<file path="src/rtl/lifo_pop_streamer_pkg.sv">
// Shared definitions for the LIFO pop streamer: data width default,
// FSM state encoding and the legal range of the LIFO read latency.
package lifo_pkg;

  localparam int LIFO_DATA_W  = 8;
  localparam int READ_LAT_MIN = 1;
  localparam int READ_LAT_MAX = 2;

  typedef enum logic [1:0] {
    ST_IDLE  = 2'd0,
    ST_DRAIN = 2'd1,
    ST_FLUSH = 2'd2,
    ST_DONE  = 2'd3
  } state_t;

  // Output buffer depth: enough room for every word that can be in the
  // LIFO read pipeline plus the one being presented downstream.
  function automatic int buf_depth(input int read_lat);
    return read_lat + 1;
  endfunction

endpackage

</file>
<file path="src/rtl/lifo_pop_streamer_if.sv">
// Byte stream from the pop streamer to the next stage.
// Handshake: a word transfers on every rising edge where out_valid and
// out_ready are both 1; once out_valid is raised, out_valid and out_data
// stay stable until that transfer happens; out_ready may change freely.
interface lifo_pop_streamer_if #(
  parameter int DATA_W = lifo_pkg::LIFO_DATA_W
) ();

  logic [DATA_W-1:0] out_data;
  logic              out_valid;
  logic              out_ready;

  modport master (
    output out_data,
    output out_valid,
    input  out_ready
  );

  modport slave (
    input  out_data,
    input  out_valid,
    output out_ready
  );

endinterface

</file>
<file path="src/rtl/lifo_pop_streamer_skid_fifo.sv">
// Small circular buffer that catches words leaving the LIFO read pipeline
// and presents the oldest one as the stream head.
module pop_skid_fifo #(
  parameter int DATA_W = 8,
  parameter int DEPTH  = 2,
  parameter int CNT_W  = $clog2(DEPTH + 1)
) (
  input  logic              clock,
  input  logic              reset,
  input  logic              push_i,
  input  logic [DATA_W-1:0] push_data_i,
  input  logic              pop_i,
  output logic [DATA_W-1:0] head_o,
  output logic [CNT_W-1:0]  count_o
);

  localparam int PTR_W = (DEPTH > 1) ? $clog2(DEPTH) : 1;

  logic [DATA_W-1:0] mem_q [DEPTH];
  logic [PTR_W-1:0]  wr_ptr_q;
  logic [PTR_W-1:0]  rd_ptr_q;
  logic [CNT_W-1:0]  count_q;
  logic [CNT_W-1:0]  count_d;

  function automatic logic [PTR_W-1:0] ptr_inc(input logic [PTR_W-1:0] p);
    if (p == PTR_W'(DEPTH - 1)) return '0;
    return p + 1'b1;
  endfunction

  // Occupancy: simultaneous push and pop leave the count unchanged
  always_comb begin
    count_d = count_q;
    if (push_i && !pop_i)      count_d = count_q + 1'b1;
    else if (pop_i && !push_i) count_d = count_q - 1'b1;
  end

  // Storage and pointers; reset clears the contents so the head reads zero
  always_ff @(posedge clock) begin
    if (reset) begin
      for (int i = 0; i < DEPTH; i++) mem_q[i] <= '0;
      wr_ptr_q <= '0;
      rd_ptr_q <= '0;
      count_q  <= '0;
    end else begin
      if (push_i) begin
        mem_q[wr_ptr_q] <= push_data_i;
        wr_ptr_q        <= ptr_inc(wr_ptr_q);
      end
      if (pop_i) rd_ptr_q <= ptr_inc(rd_ptr_q);
      count_q <= count_d;
    end
  end

  assign head_o  = mem_q[rd_ptr_q];
  assign count_o = count_q;

endmodule

</file>
<file path="src/rtl/lifo_pop_streamer.sv">
// Drains an 8-bit LIFO on request: issues rn pops with credit-based flow
// control, absorbs the LIFO read latency, and streams the popped bytes
// (last-in first) over a valid/ready interface, reporting count and done.
module lifo_pop_streamer
  import lifo_pkg::*;
#(
  parameter int DATA_W   = LIFO_DATA_W,
  parameter int READ_LAT = 1,
  parameter int CNT_W    = 8
) (
  input  logic                       clock,
  input  logic                       reset,
  input  logic                       drain,
  input  logic [DATA_W-1:0]          lifo_dataout,
  input  logic                       lifo_empty,
  output logic                       lifo_rn,
  lifo_pop_streamer_if.master        strm,
  output logic                       busy,
  output logic                       done,
  output logic [CNT_W-1:0]           pop_count,
  output state_t                     dbg_state
);

  // Out-of-range latencies are pulled into the supported range
  localparam int LAT = (READ_LAT < READ_LAT_MIN) ? READ_LAT_MIN :
                       (READ_LAT > READ_LAT_MAX) ? READ_LAT_MAX : READ_LAT;
  localparam int BUF_DEPTH = buf_depth(LAT);
  localparam int FCNT_W    = $clog2(BUF_DEPTH + 1);
  localparam int OCC_W     = FCNT_W + 1;

  state_t             state_q;
  logic [CNT_W-1:0]   pop_count_q;
  logic [LAT-1:0]     infl_q;
  logic [LAT-1:0]     infl_d;
  logic [OCC_W-1:0]   infl_cnt;
  logic [OCC_W-1:0]   buf_next;
  logic [FCNT_W-1:0]  fifo_cnt;
  logic [DATA_W-1:0]  fifo_head;
  logic               arrive;
  logic               hs;
  logic               credit_ok;
  logic               flush_clear;

  assign hs     = strm.out_valid && strm.out_ready;
  assign arrive = infl_q[LAT-1];

  // Number of pops still travelling through the LIFO read pipeline
  always_comb begin
    infl_cnt = '0;
    for (int i = 0; i < LAT; i++) infl_cnt = infl_cnt + OCC_W'(infl_q[i]);
  end

  // Credit, pop strobe and next-cycle occupancy used by the FSM
  always_comb begin
    credit_ok   = (infl_cnt + OCC_W'(fifo_cnt) - OCC_W'(hs)) < OCC_W'(BUF_DEPTH);
    lifo_rn     = (state_q == ST_DRAIN) && !lifo_empty && credit_ok;
    infl_d      = LAT'({infl_q, lifo_rn});
    buf_next    = OCC_W'(fifo_cnt) + OCC_W'(arrive) - OCC_W'(hs);
    flush_clear = (infl_d == '0) && (buf_next == '0);
  end

  // FSM, pop counter and in-flight shift register
  always_ff @(posedge clock) begin
    if (reset) begin
      state_q     <= ST_IDLE;
      pop_count_q <= '0;
      infl_q      <= '0;
    end else begin
      infl_q <= infl_d;
      case (state_q)
        ST_IDLE: begin
          if (drain) begin
            state_q     <= ST_DRAIN;
            pop_count_q <= '0;
          end
        end
        ST_DRAIN: if (lifo_empty && !lifo_rn) state_q <= ST_FLUSH;
        // Look at next-cycle occupancy so done lands right after the last transfer
        ST_FLUSH: if (flush_clear) state_q <= ST_DONE;
        ST_DONE:  state_q <= ST_IDLE;
        default:  state_q <= ST_IDLE;
      endcase
      if (lifo_rn && (pop_count_q != '1)) pop_count_q <= pop_count_q + 1'b1;
    end
  end

  pop_skid_fifo #(
    .DATA_W (DATA_W),
    .DEPTH  (BUF_DEPTH),
    .CNT_W  (FCNT_W)
  ) u_fifo (
    .clock       (clock),
    .reset       (reset),
    .push_i      (arrive),
    .push_data_i (lifo_dataout),
    .pop_i       (hs),
    .head_o      (fifo_head),
    .count_o     (fifo_cnt)
  );

  assign strm.out_data  = fifo_head;
  assign strm.out_valid = (fifo_cnt != '0);
  assign busy           = (state_q == ST_DRAIN) || (state_q == ST_FLUSH);
  assign done           = (state_q == ST_DONE);
  assign pop_count      = pop_count_q;
  assign dbg_state      = state_q;

endmodule

</file>
<file path="src/flat_wrapper.sv">
// flat-port wrapper written by rule: the top's interface ports become plain ports
module lifo_pop_streamer_flat import lifo_pkg::*;
#(
  parameter int DATA_W   = LIFO_DATA_W,
  parameter int READ_LAT = 1,
  parameter int CNT_W    = 8
)
  (clock, reset, drain, lifo_dataout, lifo_empty, lifo_rn, busy, done, pop_count, dbg_state, strm_out_data, strm_out_valid, strm_out_ready);
  lifo_pop_streamer_if #(.DATA_W(DATA_W)) strm_i ();
  input  logic clock;
  input  logic reset;
  input  logic drain;
  input  logic [DATA_W-1:0] lifo_dataout;
  input  logic lifo_empty;
  output logic lifo_rn;
  output logic busy;
  output logic done;
  output logic [CNT_W-1:0] pop_count;
  output state_t dbg_state;
  output wire logic [$bits(strm_i.out_data)-1:0] strm_out_data;
  output wire logic [$bits(strm_i.out_valid)-1:0] strm_out_valid;
  input wire logic [$bits(strm_i.out_ready)-1:0] strm_out_ready;
  assign strm_out_data = strm_i.out_data;
  assign strm_out_valid = strm_i.out_valid;
  assign strm_i.out_ready = strm_out_ready;
  lifo_pop_streamer #(.DATA_W(DATA_W), .READ_LAT(READ_LAT), .CNT_W(CNT_W)) u_core (.clock(clock), .reset(reset), .drain(drain), .lifo_dataout(lifo_dataout), .lifo_empty(lifo_empty), .lifo_rn(lifo_rn), .strm(strm_i), .busy(busy), .done(done), .pop_count(pop_count), .dbg_state(dbg_state));
endmodule
</file>
<file path="config.mk">
export PLATFORM = sky130hd
export DESIGN_NAME = lifo_pop_streamer_flat
export DESIGN_NICKNAME = d
export VERILOG_FILES = /design/src/rtl/lifo_pop_streamer_pkg.sv /design/src/rtl/lifo_pop_streamer_if.sv /design/src/rtl/lifo_pop_streamer_skid_fifo.sv /design/src/rtl/lifo_pop_streamer.sv /design/src/flat_wrapper.sv
export SDC_FILE = /design/constraint.sdc
export NUM_CORES = 1
export LEC_CHECK = 0
export BUFFER_PORTS_ARGS = -buffer_cell sky130_fd_sc_hd__buf_4
export CORE_MARGIN = 2
export CORE_UTILIZATION = 51
export DETAILED_ROUTE_END_ITERATION = 12
export PLACE_DENSITY_LB_ADDON = 0.12
export RECOVER_POWER = 25
export SLEW_MARGIN = 20
export SYNTH_ARGS = -nofsm -noshare
export SYNTH_HDL_FRONTEND = slang
export SYNTH_HIERARCHICAL = 1
export SYNTH_SLANG_ARGS = --single-unit
</file>
<file path="constraint.sdc">
create_clock -name clock -period 5.4 [get_ports clock]
set_input_delay 1.08 -clock clock [delete_from_list [all_inputs] [get_ports clock]]
set_output_delay 1.08 -clock clock [all_outputs]
set_load 0.01 [all_outputs]
</file>
## Word level (Yosys, flattened, before mapping)

Memories as Yosys holds them, arrays and structs flattened. A register that Yosys moved wholly into a read port is not among the register bits.
Index checks and enable logic that the tools add are counted.

| cells by class | value |
|---|---|
| $add $sub $neg | 7 |
| order comparisons | 1 |
| eq/ne operators | 7 |
| multiplexer cells | 29 |
| bitwise logic cells | 1 |
| reductions and logical operators | 22 |

Operators by type and width:

| cell | number |
|---|---|
| 2-to-1 mux 8 bit | 4 |
| 2-to-1 mux 1 bit | 19 |
| 2-to-1 mux 2 bit | 5 |
| adder 8 x 1 -> 8 bit (second input constant) | 1 |
| logical AND 1 bit | 8 |
| inequality test 8 bit (second input constant) | 1 |
| case mux 2 bit (4 select lines) | 1 |
| nonzero test 2 bit | 4 |
| OR reduction 8 bit | 1 |
| == test 2 bit (second input constant) | 2 |
| zero test 1 bit | 4 |
| inequality test 2 x 1 -> 1 bit (second input constant) | 2 |
| adder 2 x 1 -> 3 bit | 1 |
| zero test 3 bit | 1 |
| < comparator 3 x 2 -> 1 bit (second input constant) | 1 |
| AND reduction 3 bit | 1 |
| subtractor 3 x 1 -> 3 bit | 1 |
| adder 1 bit (second input constant) | 2 |
| adder 2 x 1 -> 2 bit (second input constant) | 1 |
| == test 2 x 1 -> 1 bit (second input constant) | 1 |
| zero test 2 bit | 1 |
| inequality test 2 bit (second input constant) | 1 |
| AND reduction 2 bit | 1 |
| subtractor 2 x 1 -> 2 bit (second input constant) | 1 |
| other kinds (2) | 2 |

| storage, ports and cells | value |
|---|---|
| register bits | 15 |
| memory bits (writable) | 16 |
| bits of input ports | 13 |
| logic and storage cells | 74 |
| memories kept | 1 |

Memories:

| name | depth | bits a word | rd ports | clocked after memory_dff | write ports | line | text |
|---|---|---|---|---|---|---|---|
| u_core.u_fifo.mem_q | 2 | 8 | 1 | 1 | 2 | lifo_pop_streamer_skid_fifo.sv:19 | `logic [DATA_W-1:0] mem_q [DEPTH];` |

## Logic depth before layout (Yosys ltp)

Gate-level depths: netlist of the first run.

| depth | value |
|---|---|
| word-level depth | 9 |
| mapped depth | 13 |

## Hierarchy

Netlist of the first run, hierarchy kept.

Modules (own cells, without submodules):

| module | times used | cells each | area an instance (µm²) |
|---|---|---|---|
| pop_skid_fifo | 1 | 73 | 898.4 |
| lifo_pop_streamer | 1 | 80 | 735.7 |

## Worst setup path after synthesis of the first run

OpenSTA, ideal clock, no wires.

| path | value |
|---|---|
| path kind | input to output |
| start point | in strm_out_ready |
| end point | out lifo_rn |
| data arrival time | 2674 ps |
| required time | 4320 ps |
| slack | 1646 ps |
| stages | 10 |
| cell sequence | and2_1 > ha_1 > inv_1 > ha_1 > inv_1 > fa_1 > nand3b_1 > or2_1 > buf_6 > clkinv_2 |

| on the way | value |
|---|---|
| cells in the longest elaborated chain, start to end | 4 |

RTL lines:

| item | line | text |
|---|---|---|
| start: declaration | flat_wrapper.sv:22 | `input wire logic [$bits(strm_i.out_ready)-1:0] strm_out_ready;` |
| logical AND 1 bit | lifo_pop_streamer.sv:44 | `assign hs = strm.out_valid && strm.out_ready;` |
| subtractor 3 x 1 -> 3 bit | lifo_pop_streamer.sv:55 | `credit_ok = (infl_cnt + OCC_W'(fifo_cnt) - OCC_W'(hs)) < OCC_W'(BUF_DEPTH);` |
| < comparator 3 x 2 -> 1 bit | lifo_pop_streamer.sv:55 |  |
| logical AND 1 bit | lifo_pop_streamer.sv:56 | `lifo_rn = (state_q == ST_DRAIN) && !lifo_empty && credit_ok;` |
| end: declaration | flat_wrapper.sv:15 | `output logic lifo_rn;` |

No other way between the ends.

## Worst setup path in the final report of the first run

| path | value |
|---|---|
| start point | in strm_out_ready |
| end point | out lifo_rn |

| on the way | value |
|---|---|
| cells in the longest elaborated chain, start to end | 4 |

RTL lines:

| item | line | text |
|---|---|---|
| logical AND 1 bit | lifo_pop_streamer.sv:44 |  |
| via u_core.hs | lifo_pop_streamer.sv:40 | `logic hs;` |
| subtractor 3 x 1 -> 3 bit | lifo_pop_streamer.sv:55 |  |
| < comparator 3 x 2 -> 1 bit | lifo_pop_streamer.sv:55 |  |
| logical AND 1 bit | lifo_pop_streamer.sv:56 |  |

The timed path passes the listed nets, and every way through them passes these cells.

==> results.json, run 1 <==
{
  "floorplan.die.height_um": 60.6,
  "yosysWarningCount": 6,
  "route.vias.total": 1230,
  "routed_wl_mm": 3.21,
  "achievable-frequency_mhz": 241,
  "initial_antenna_violation_count": 0,
  "floorplan_row_count": 20,
  "initial_core_util": 0.535,
  "synth.distinct_cells": 43,
  "finalCriticalPeriod_ns": 4.16,
  "maximum_number_of_pins_on_one_net_before_global_route_repair": 27,
  "groute.usage.overall": 0.190,
  "worst-r2r-cell-count": 11,
  "ys.flop_type": "edfxtp_1",
  "worst-path-max-fanout": 9,
  "dpl_worst_slack_ns": 1.24,
  "rsz0062_at_grt": "false",
  "finish.instance_area_um2": 1980,
  "finish.net_count": 210,
  "final_antenna_net_count": 0,
  "detailed_route_iter0_violations": 65,
  "worst_clock_skew_ns": 0.00632,
  "hold-path-cell-count": 2,
  "finalSetupTns_ns": 0,
  "timing.setup.critical_path_class": "in2out",
  "post_cts_hold_buffer_count": 0,
  "worstSetupEndpointType": "output pin",
  "drive_gt1_frac": 0.296,
  "overflow": 0,
  "synthMostInstantiatedCell": "nor2_1",
  "synth.net_count": 175,
  "number_of_levels_the_h_tree_was_split_into": 2,
  "ys_top_cells_by_count": "23 x nor2_1, 16 x dfxtp_1, 16 x edfxtp_1",
  "wire_length_of_the_first_global_routing_pass_mm": 5.07,
  "post_cts_resize_count": 0,
  "portBuffers": 34,
  "max_cap_viol_count": 0,
  "synthDominantAreaCellType": "edfxtp_1",
  "result_of_the_run": "completed",
  "cts_inserted_buffers": 5,
  "place.gp.congestion": 0.773,
  "setup_viol_count_final": 0,
  "tritoncts_clock_tree": "yes",
  "cts_max_path_buffers": 2,
  "syn_area_um2": 1630,
  "timing_max_transition_violations_final": 0,
  "placeable_core_region_um2": 3050,
  "place_hpwl_mm": 2.28,
  "cts_clk_pin_slew_worst_paths_ns": 0.10,
  "worst_ep_arrival_time_ns": 3.08,
  "wl_per_cell_um": 13.8,
  "synth-edff-count": 16,
  "syn_to_final_growth_pct": 21.4,
  "synth_area_per_cell_um2": 10.7,
  "synthesis.instances": 153,
  "detail_route.drc_violations": 0,
  "synth-seq-cells": 32,
  "p_leak_uw": 0.000822,
  "timing.final.crit_share": 0.770,
  "synth_seq_area_share": 0.490,
  "p_per_area_nw_per_um2": 426,
  "timing.slew.headroom": 0.331,
  "die_width_um": 60.6,
  "floorplan.die_area_um2": 3670,
  "drt-pass1-iter-count": 4,
  "ys_async_sr_fraction": 0,
  "io_pins": 35,
  "cts_sinks": 32,
  "num_antenna_cells": 0,
  "timing.critical_path.from_type": "input pin",
  "synth_top_cells_by_area": "edfxtp_1 29%, dfxtp_1 20%, mux2_2 6.2%, ha_1 6.1%, nand2b_1 5.4%",
  "number_of_global_route_vias_before_repair": 1131,
  "dpl_cell_area_um2": 1910,
  "route.detailed.vias_per_inst": 5.28,
  "tightestPinTransition_ns": 1.00,
  "vdd.ir_drop.worst_mv": 0.286,
  "share_of_the_synthesized_area_in_the_top_cell_type": 0.294,
  "postCtsSetupBuffers": 0,
  "report.final.hold_viol_count": 0,
  "worstPathRequired_ns": 4.32,
  "final.setup.worst_slack_ns": 1.24,
  "hp-class": "reg2reg",
  "clock_insertion_delay_worst_skew_ns": 0.32,
  "fillers": 265,
  "ctsRootBufferMaster": "clkbuf_4"
}
## placed cells by master, fill, tap and decap left out, types with 2 or more instances in the layout
cell type | netlist | layout
nand2b_1 | 14 | 14
mux2_2 | 9 | 9
xor2_1 | 3 | 3
xnor2_1 | 2 | 2
buf_4 | 0 | 33
nor2_1 | 23 | 23
clkbuf_1 | 2 | 2
o21ai_0 | 3 | 3
edfxtp_1 | 16 | 16
inv_1 | 8 | 8
a21oi_1 | 4 | 4
a22o_2 | 2 | 2
ha_1 | 8 | 8
nand3_1 | 3 | 3
nand2_1 | 6 | 6
dfxtp_1 | 16 | 16
o21a_1 | 2 | 2
clkbuf_4 | 0 | 5
nand3b_1 | 2 | 2
a311oi_1 | 2 | 2
a41oi_1 | 2 | 2
clkinv_2 | 1 | 2
## power by group
group / internal [uW] / switching [uW]
Combinational: 172 / 165
Clock: 97.0 / 80.5
Sequential: 292 / 38.9
Total: 561 / 284
## layer usage
layer  vias to the layer above  GRT usage  routed length, um
met5                         -          0                  0
met4                         0     0.0652                 33
met3                         4     0.0661                106
met2                        22      0.304               1530
met1                       590      0.241               1530
li1                        614          -                  -
## cell families (layout without fill, tap and decap cells)
family / count (synthesis) / count (layout) / share of synthesized area
simple gates: 60 / 60 / 0.189
flops: 32 / 32 / 0.490
compound gates: 22 / 22 / 0.110
buf+inv: 15 / 51 / 0.0421
mux: 10 / 10 / 0.0681
fa+ha+maj: 9 / 9 / 0.0735
xor+xnor: 5 / 5 / 0.0268
## per-stage QoR
| step | total power (uW) | std cells | utilization | hold WS [ns] |
|---|---|---|---|---|
| after floorplan | 565 | 153 | - | 0.458 |
| after global placement | 660 | 225 | 0.626 | 0.466 |
| after detailed placement | 674 | 225 | 0.626 | 0.476 |
| after CTS | 854 | 233 | 0.651 | 0.490 |
| after global routing | 912 | 233 | 0.650 | 0.540 |
| final | 845 | 233 | 0.650 | 0.487 |
## layout make-up
| class | instances | area, um2 | share of cell area |
|---|---|---|---|
| Timing Repair Buffer | 34 | 251 | 0.127 |
| Tap cell | 44 | 55.1 | 0.0278 |
| Inverter | 9 | 35.0 | 0.0177 |
| Clock buffer | 6 | 41.3 | 0.0208 |
| Sequential cell | 32 | 801 | 0.404 |
| Clock inverter | 2 | 35.0 | 0.0177 |
| Multi-Input combinational cell | 106 | 764 | 0.385 |
## critical path, cell delays in order
cell	delay (ns)
buf_4	0.10
and2_1	0.16
ha_1	0.28
inv_1	0.06
ha_1	0.13
inv_1	0.05
fa_1	0.37
xor2_1	0.16
or2_1	0.35
clkinv_2	0.17
buf_4	0.17
## registers in the layout, indices dropped and copies added (netlist names), named ones only
signal	flops
u_core/pop_count	8
u_core/u_fifo/wr_ptr_q	1
u_core/u_fifo/mem_q	16
u_core/u_fifo/rd_ptr_q	1
u_core/u_fifo/count_o	2
u_core/dbg_state	2
u_core/arrive	1
## final timing paths
check | from | end | slack, ns
max reg2reg | u_core/u_fifo/count_o[0]$_SDFFE_PP0P_ | u_core/pop_count[6]$_SDFFE_PP0P_ | 2.39
min | u_core/u_fifo/wr_ptr_q$_SDFFE_PP0P_ | u_core/u_fifo/wr_ptr_q$_SDFFE_PP0P_ | 0.49
min reg2reg | u_core/u_fifo/wr_ptr_q$_SDFFE_PP0P_ | u_core/u_fifo/wr_ptr_q$_SDFFE_PP0P_ | 0.49
max | strm_out_ready | lifo_rn | 1.24
No activity file was read; power rests on OpenSTA's default activity.
==> run 2: changes to the inputs <==
--- a/config.mk
+++ b/config.mk
@@ -5,9 +5,10 @@
 export SDC_FILE = /design/constraint.sdc
 export NUM_CORES = 1
 export LEC_CHECK = 0
+export ABC_AREA = 1
 export BUFFER_PORTS_ARGS = -buffer_cell sky130_fd_sc_hd__buf_4
 export CORE_MARGIN = 2
-export CORE_UTILIZATION = 51
+export CORE_UTILIZATION = 49
 export DETAILED_ROUTE_END_ITERATION = 12
 export PLACE_DENSITY_LB_ADDON = 0.12
 export RECOVER_POWER = 25
==> constraint.sdc (replaced) <==
create_clock -name clock -period 3.6 [get_ports clock]
set_input_delay 0.72 -clock clock [delete_from_list [all_inputs] [get_ports clock]]
set_output_delay 0.72 -clock clock [all_outputs]
set_load 0.01 [all_outputs]
==> run 2 against run 1 <==
Sequential share of layout area is 2.3 points lower. First-iteration DRC count decreased by 29%. Register-to-register slack worse by 1.2 ns. Combinational power increased by 74%. Non-clock buffer count unchanged. Core utilization is 2.9 points lower. Synthesized cell count is 30% higher. Largest cell class unchanged. Largest power group unchanged. Highest routed layer unchanged.
==> results.json, run 2 <==
{
  "worst_clock_skew_ns": 0.00629,
  "synth_top_cells_by_area": "edfxtp_1 27%, dfxtp_1 18%, inv_1 7.9%, mux2_4 6.8%, nand2_1 6.6%",
  "finish.net_count": 261,
  "reg2reg_slack_ns": 1.17,
  "syn_area_um2": 1760,
  "num_antenna_cells": 0,
  "layout.cells.most_common_list": "38 x inv_1, 33 x buf_4, 32 x nand2_1",
  "timing.setup.critical_path_class": "reg2out",
  "synth-edff-count": 16,
  "timing.final.crit_share": 0.879,
  "route.detailed.vias_per_inst": 4.75,
  "detail_route.drc_violations": 0,
  "io_pins": 35,
  "place_hpwl_mm": 2.24,
  "max_cap_viol_count": 0,
  "hold-path-cell-count": 2,
  "die_width_um": 64.0,
  "tritoncts_clock_tree": "yes",
  "worstReg2RegStart": "u_core/u_fifo/count_o[1]$_SDFFE_PP0P_",
  "share_of_the_synthesized_area_in_the_top_cell_type": 0.273,
  "place.gp.congestion": 0.739,
  "yosysWarningCount": 6,
  "route.vias.total": 1358,
  "achievable-frequency_mhz": 316,
  "ys_async_sr_fraction": 0,
  "ys_top_cells_by_count": "37 x inv_1, 31 x nand2_1, 26 x nor2_1",
  "maximum_number_of_pins_on_one_net_before_global_route_repair": 11,
  "largest_register_ff_count": 16,
  "timing.slew.headroom": 0.653,
  "report.final.hold_viol_count": 0,
  "synth.net_count": 221,
  "finalCriticalPeriod_ns": 3.16,
  "synth.distinct_cells": 27,
  "post_cts_resize_count": 0,
  "synthesis.instances": 199,
  "mostFrequentLayoutCell": "inv_1",
  "post_cts_hold_buffer_count": 0,
  "rsz0062_at_grt": "false",
  "wl_per_cell_um": 10.8,
  "ys.flop_type": "edfxtp_1",
  "cts_max_path_buffers": 2,
  "result_of_the_run": "completed",
  "timing.critical_path.from_type": "register",
  "worst_ep_arrival_time_ns": 2.44,
  "placeable_core_region_um2": 3390,
  "largest-register": "u_core/u_fifo/mem_q",
  "initial_antenna_violation_count": 0,
  "p_leak_uw": 0.000970,
  "final_antenna_net_count": 0,
  "cts_inserted_buffers": 5,
  "synthMostInstantiatedCell": "inv_1",
  "drive_gt1_frac": 0.275,
  "tightestPinTransition_ns": 0.520,
  "vdd.ir_drop.worst_mv": 0.332,
  "p_per_area_nw_per_um2": 604,
  "worstSetupEndpointType": "output pin",
  "routed_wl_mm": 3.08,
  "detailed_route_iter0_violations": 46,
  "worst_r2r_endpoint": "u_core/pop_count[6]$_SDFFE_PP0P_",
  "cts_clk_pin_slew_worst_paths_ns": 0.09,
  "number_of_global_route_vias_before_repair": 1214,
  "drt-pass1-iter-count": 4,
  "hp-class": "reg2reg",
  "postCtsSetupBuffers": 0,
  "timing_max_transition_violations_final": 0,
  "cts_sinks": 32,
  "clock_insertion_delay_worst_skew_ns": 0.34,
  "groute.usage.overall": 0.172,
  "ctsRootBufferMaster": "clkbuf_4",
  "syn_to_final_growth_pct": 19.4,
  "setup_viol_count_final": 0,
  "holdPathEnd": "u_core/u_fifo/wr_ptr_q$_SDFFE_PP0P_",
  "floorplan_row_count": 21,
  "fillers": 304,
  "number_of_levels_the_h_tree_was_split_into": 2,
  "initial_core_util": 0.520,
  "floorplan.die_area_um2": 4090,
  "synthDominantAreaCellType": "edfxtp_1",
  "synth_area_per_cell_um2": 8.85,
  "overflow": 0,
  "portBuffers": 34,
  "hold_slack_ns": 0.502,
  "finalSetupTns_ns": 0,
  "hp-start": "u_core/u_fifo/wr_ptr_q$_SDFFE_PP0P_",
  "worst-path-max-fanout": 7,
  "worst-r2r-cell-count": 13,
  "floorplan.die.height_um": 64.0,
  "synth_seq_area_share": 0.455,
  "worstPathRequired_ns": 2.88,
  "synth-seq-cells": 32,
  "wire_length_of_the_first_global_routing_pass_mm": 5.29
}
## run 2: logic make-up after synthesis
group                      Yosys count  share of synthesized area
AOI/OAI and AO/OA                   19                     0.0575
xor gates and xnor gates             2                    0.00994
DFF                                 32                      0.455
buffers and inverters               42                     0.0937
muxes                                8                     0.0682
adders and majority gates            9                     0.0682
and+or+nand+nor                     87                      0.248
## run 2: area by class of cell
| cell class | instances | area, um2 | area share |
|---|---|---|---|
| clock buffers | 5 | 37.5 | 0.0178 |
| inverters | 41 | 154 | 0.0732 |
| flip-flops and latches | 32 | 801 | 0.381 |
| clock inverters | 3 | 13.8 | 0.00654 |
| multi-input cells | 125 | 788 | 0.375 |
| repair buffers | 34 | 251 | 0.120 |
| well taps | 46 | 57.6 | 0.0274 |
## run 2: critical path, cell delays in order, from the launching register on
cell and delay (ns):
dfxtp_1 0.50, o21a_1 0.21, ha_1 0.24, inv_1 0.06
ha_1 0.13, inv_1 0.05, fa_1 0.57, nand4_4 0.15
inv_1 0.09, buf_4 0.12
## run 2: stage by stage
step	util	cells	total power, uW	worst slack (ns)	instance area, um2
floorplan	-	199	920	0.750	1760
global placement	0.609	278	1090	0.506	2060
detailed placement	0.609	278	1090	0.479	2060
CTS	0.624	286	1290	0.409	2110
global route	0.621	286	1370	0.268	2100
finish	0.621	286	1270	0.436	2100
## run 2: report_power, final
group	internal [uW]	switching [uW]	leakage, uW	total [uW]
Sequential	431	64.5	0.000295	495
Clock	71.5	119	0.0000324	191
Combinational	268	317	0.000643	585
Total	770	501	0.000970	1270
## run 2: worst max path at each step
stage / startpoint / to
2_1_floorplan: strm_out_ready / lifo_rn
3_3_place_gp: strm_out_ready / lifo_rn
3_5_place_dp: strm_out_ready / lifo_rn
4_1_cts: u_core/u_fifo/count_o[1]$_SDFFE_PP0P_ / lifo_rn
5_1_grt: u_core/u_fifo/count_o[1]$_SDFFE_PP0P_ / lifo_rn
6_report: u_core/u_fifo/count_o[1]$_SDFFE_PP0P_ / lifo_rn
## run 2: routing by layer
metal  global-route usage  share of wire
met5                    0              0
met4               0.0734          0.018
met2                0.298           0.49
met3               0.0563          0.052
met1                0.190           0.44
==> run 3: changes to the inputs <==
--- a/config.mk
+++ b/config.mk
@@ -8,12 +8,11 @@
 export ABC_AREA = 1
 export BUFFER_PORTS_ARGS = -buffer_cell sky130_fd_sc_hd__buf_4
 export CORE_MARGIN = 2
-export CORE_UTILIZATION = 49
+export CORE_UTILIZATION = 48
 export DETAILED_ROUTE_END_ITERATION = 12
 export PLACE_DENSITY_LB_ADDON = 0.12
 export RECOVER_POWER = 25
 export SLEW_MARGIN = 20
 export SYNTH_ARGS = -nofsm -noshare
 export SYNTH_HDL_FRONTEND = slang
-export SYNTH_HIERARCHICAL = 1
 export SYNTH_SLANG_ARGS = --single-unit
==> constraint.sdc (replaced) <==
create_clock -name clock -period 2.8 [get_ports clock]
set_input_delay 0.56 -clock clock [delete_from_list [all_inputs] [get_ports clock]]
set_output_delay 0.56 -clock clock [all_outputs]
set_load 0.01 [all_outputs]
==> run 3 against run 2 <==
Combinational power grew 38%. Synthesized area shrank 6.6%. First-iteration DRC count shrank 24%. Setup slack lost 0.42 ns. Critical path type unchanged. Largest cell class unchanged. Highest routed layer unchanged.
==> results.json, run 3 <==
{
  "drt-pass1-iter-count": 4,
  "finalCriticalPeriod_ns": 2.79,
  "place_hpwl_mm": 2.37,
  "synth-edff-count": 16,
  "ctsRootBufferMaster": "clkbuf_4",
  "finalSetupTns_ns": 0,
  "timing.setup.critical_path_class": "reg2out",
  "p_leak_uw": 0.000967,
  "dpl_worst_slack_ns": 0.0933,
  "cts_max_path_buffers": 2,
  "worst_clock_skew_ns": 0.00834,
  "timing.final.crit_share": 0.996,
  "wl_per_cell_um": 12.0,
  "max_cap_viol_count": 0,
  "final_antenna_net_count": 0,
  "route.detailed.vias_per_inst": 4.87,
  "worst-r2r-cell-count": 13,
  "vdd.ir_drop.worst_mv": 0.626,
  "result_of_the_run": "completed",
  "synth.net_count": 212,
  "post_cts_hold_buffer_count": 0,
  "syn_to_final_growth_pct": 29.9,
  "floorplan_row_count": 21,
  "ys.flop_type": "edfxtp_1",
  "ys_top_cells_by_count": "32 x inv_1, 30 x nand2_1, 26 x nor2_1",
  "finish.net_count": 258,
  "design_power_total_uw": 1770,
  "initial_core_util": 0.497,
  "place.gp.congestion": 0.809,
  "setup_viol_count_final": 0,
  "report.final.hold_viol_count": 0,
  "share_of_the_synthesized_area_in_the_top_cell_type": 0.292,
  "die_width_um": 62.5,
  "placed_cells_incl_taps": 270,
  "met3_wirelength_um": 163,
  "cts_clk_pin_slew_worst_paths_ns": 0.09,
  "yosysWarningCount": 0,
  "finalNonFillerCells": 283,
  "floorplan.die.height_um": 62.5,
  "worstPathRequired_ns": 2.24,
  "timing.critical_path.from_type": "register",
  "cts_sinks": 32,
  "ys_async_sr_fraction": 0,
  "worst_ep_arrival_time_ns": 2.23,
  "detailed_route_iter0_violations": 35,
  "number_of_global_route_vias_before_repair": 1324,
  "layout.cells.most_common_list": "41 x buf_4, 29 x inv_1, 27 x nand2_1",
  "rsz0062_at_grt": "true",
  "portBuffers": 34,
  "worstSetupEndpointType": "output pin",
  "worst-path-max-fanout": 4,
  "timing.slew.headroom": 0.748,
  "synthesis.instances": 190,
  "synth.distinct_cells": 23,
  "hp-start": "reset",
  "overflow": 0,
  "multi_input_logic_area_um2": 761,
  "routed_wl_mm": 3.41,
  "io_pins": 35,
  "maximum_number_of_pins_on_one_net_before_global_route_repair": 11,
  "synthMostInstantiatedCell": "inv_1",
  "num_antenna_cells": 0,
  "fillers": 297,
  "synth_seq_area_share": 0.487,
  "route.vias.total": 1379,
  "initial_antenna_violation_count": 0,
  "worst_r2r_endpoint": "u_core.pop_count[3]$_SDFFE_PP0P_",
  "placeable_core_region_um2": 3310,
  "drive_gt1_frac": 0.325,
  "seqCellArea_um2": 806,
  "detail_route.drc_violations": 0,
  "number_of_levels_the_h_tree_was_split_into": 2,
  "hp-class": "in2reg",
  "floorplan.die_area_um2": 3910,
  "length_of_routed_met2_wiring_mm": 1.82,
  "clock_insertion_delay_worst_skew_ns": 0.33,
  "hold-path-cell-count": 2,
  "top_layer_used": "met4",
  "syn_area_um2": 1650,
  "final.setup.worst_slack_ns": 0.0124,
  "mostFrequentLayoutCell": "buf_4",
  "worstReg2RegStart": "u_core.u_fifo.count_o[0]$_SDFFE_PP0N_",
  "synthDominantAreaCellType": "edfxtp_1",
  "holdPathEnd": "u_core.pop_count[1]$_SDFFE_PP0P_",
  "wl_met1_mm": 1.39,
  "tritoncts_clock_tree": "yes",
  "groute.usage.overall": 0.180,
  "hold_slack_ns": 0.439,
  "timing_max_transition_violations_final": 0,
  "wire_length_of_the_first_global_routing_pass_mm": 5.53,
  "p_per_area_nw_per_um2": 829,
  "largest_register_ff_count": 16,
  "cts_inserted_buffers": 5,
  "synth-seq-cells": 32,
  "synth_top_cells_by_area": "edfxtp_1 29%, dfxtp_1 19%, inv_1 7.3%, nand2_1 6.8%, ha_1 6.1%",
  "synth_area_per_cell_um2": 8.66,
  "reg2reg_slack_ns": 0.44,
  "tightestPinTransition_ns": 0.378,
  "achievable-frequency_mhz": 359,
  "largest-register": "u_core.u_fifo.mem_q"
}
## run 3: changes by cell type after synthesis, moves of 2 or more
cell     before  now
a21oi_1       9   13
a21oi_2       0    2
buf_2         0    2
inv_1        37   32
inv_2         4    1
mux2_2        0    8
mux2_4        8    0
nand2_2       4    1
nand3_1      11   17
nor2_2        5    2
nor2_4        3    1
o21ai_0       5    8
o21ai_1       2    0
## run 3: final cells by class
| type | count | share of cell area |
|---|---|---|
| clock inverter | 2 | 0.0164 |
| clock buffer | 6 | 0.0193 |
| tap | 46 | 0.0269 |
| timing repair buffer | 41 | 0.144 |
| inverter | 33 | 0.0603 |
| sequential | 32 | 0.377 |
| multi-input combinational | 123 | 0.356 |
## run 3: logic make-up (layout without fill, tap and decap cells)
kind of cell    count (synthesis)  after routing  share of synthesized area
fa+ha+maj                       9              9                     0.0730
simple gates                   81             81                      0.220
compound gates                 24             24                     0.0791
xor+xnor                        1              1                    0.00532
flops                          32             32                      0.487
mux                             8              8                     0.0548
buf+inv                        35             82                     0.0814
## run 3: per-layer routing
| layer | up-vias | GRT usage |
|---|---|---|
| li1 | 710 | - |
| met1 | 633 | 0.191 |
| met2 | 31 | 0.327 |
| met3 | 5 | 0.0667 |
| met4 | 0 | 0.0583 |
| met5 | - | 0 |
## run 3: critical path, cell delays in order (launching register included)
cell and delay, ns:
dfxtp_4 0.39, inv_4 0.05, nand2_4 0.07, nand2_4 0.06
ha_4 0.22, inv_2 0.06, ha_4 0.12, inv_2 0.04
fa_1 0.58, nand3_2 0.08, nor2_2 0.10, buf_4 0.13
## run 3: worst max path at each step
stage / start / to / slack, ns / depth (start not counted)
after global placement: strm_out_ready / lifo_rn / 0.09 / 10
after global routing: u_core.u_fifo.count_o[0]$_SDFFE_PP0N_ / lifo_rn / -0.14 / 11
final: u_core.u_fifo.count_o[0]$_SDFFE_PP0N_ / lifo_rn / 0.01 / 11
after floorplan: u_core.u_fifo.count_o[1]$_SDFFE_PP0N_ / lifo_rn / 0.24 / 10
after detailed placement: strm_out_ready / lifo_rn / 0.09 / 11
after CTS: u_core.u_fifo.count_o[0]$_SDFFE_PP0N_ / lifo_rn / 0.003 / 11
## run 3: per-stage QoR
step                utilization  instance area (um2)
finish                    0.646                 2140
global route              0.646                 2140
CTS                       0.625                 2070
detailed placement        0.593                 1960
global placement          0.593                 1960
floorplan                     -                 1650
## run 3: repair_timing
action                                  in CTS  in global routing
setup buffers                                1                  4
pin swaps                                    1                  7
endpoints found under the setup margin       1                  1
resized for setup                            7                 11
## run 3: power by group
part / total (uW) / switching [uW] / internal (uW) / leakage, uW
registers: 623 / 65.6 / 557 / 0.000296
logic: 807 / 427 / 380 / 0.000628
clock network: 342 / 154 / 187 / 0.0000422
total: 1770 / 647 / 1120 / 0.000967
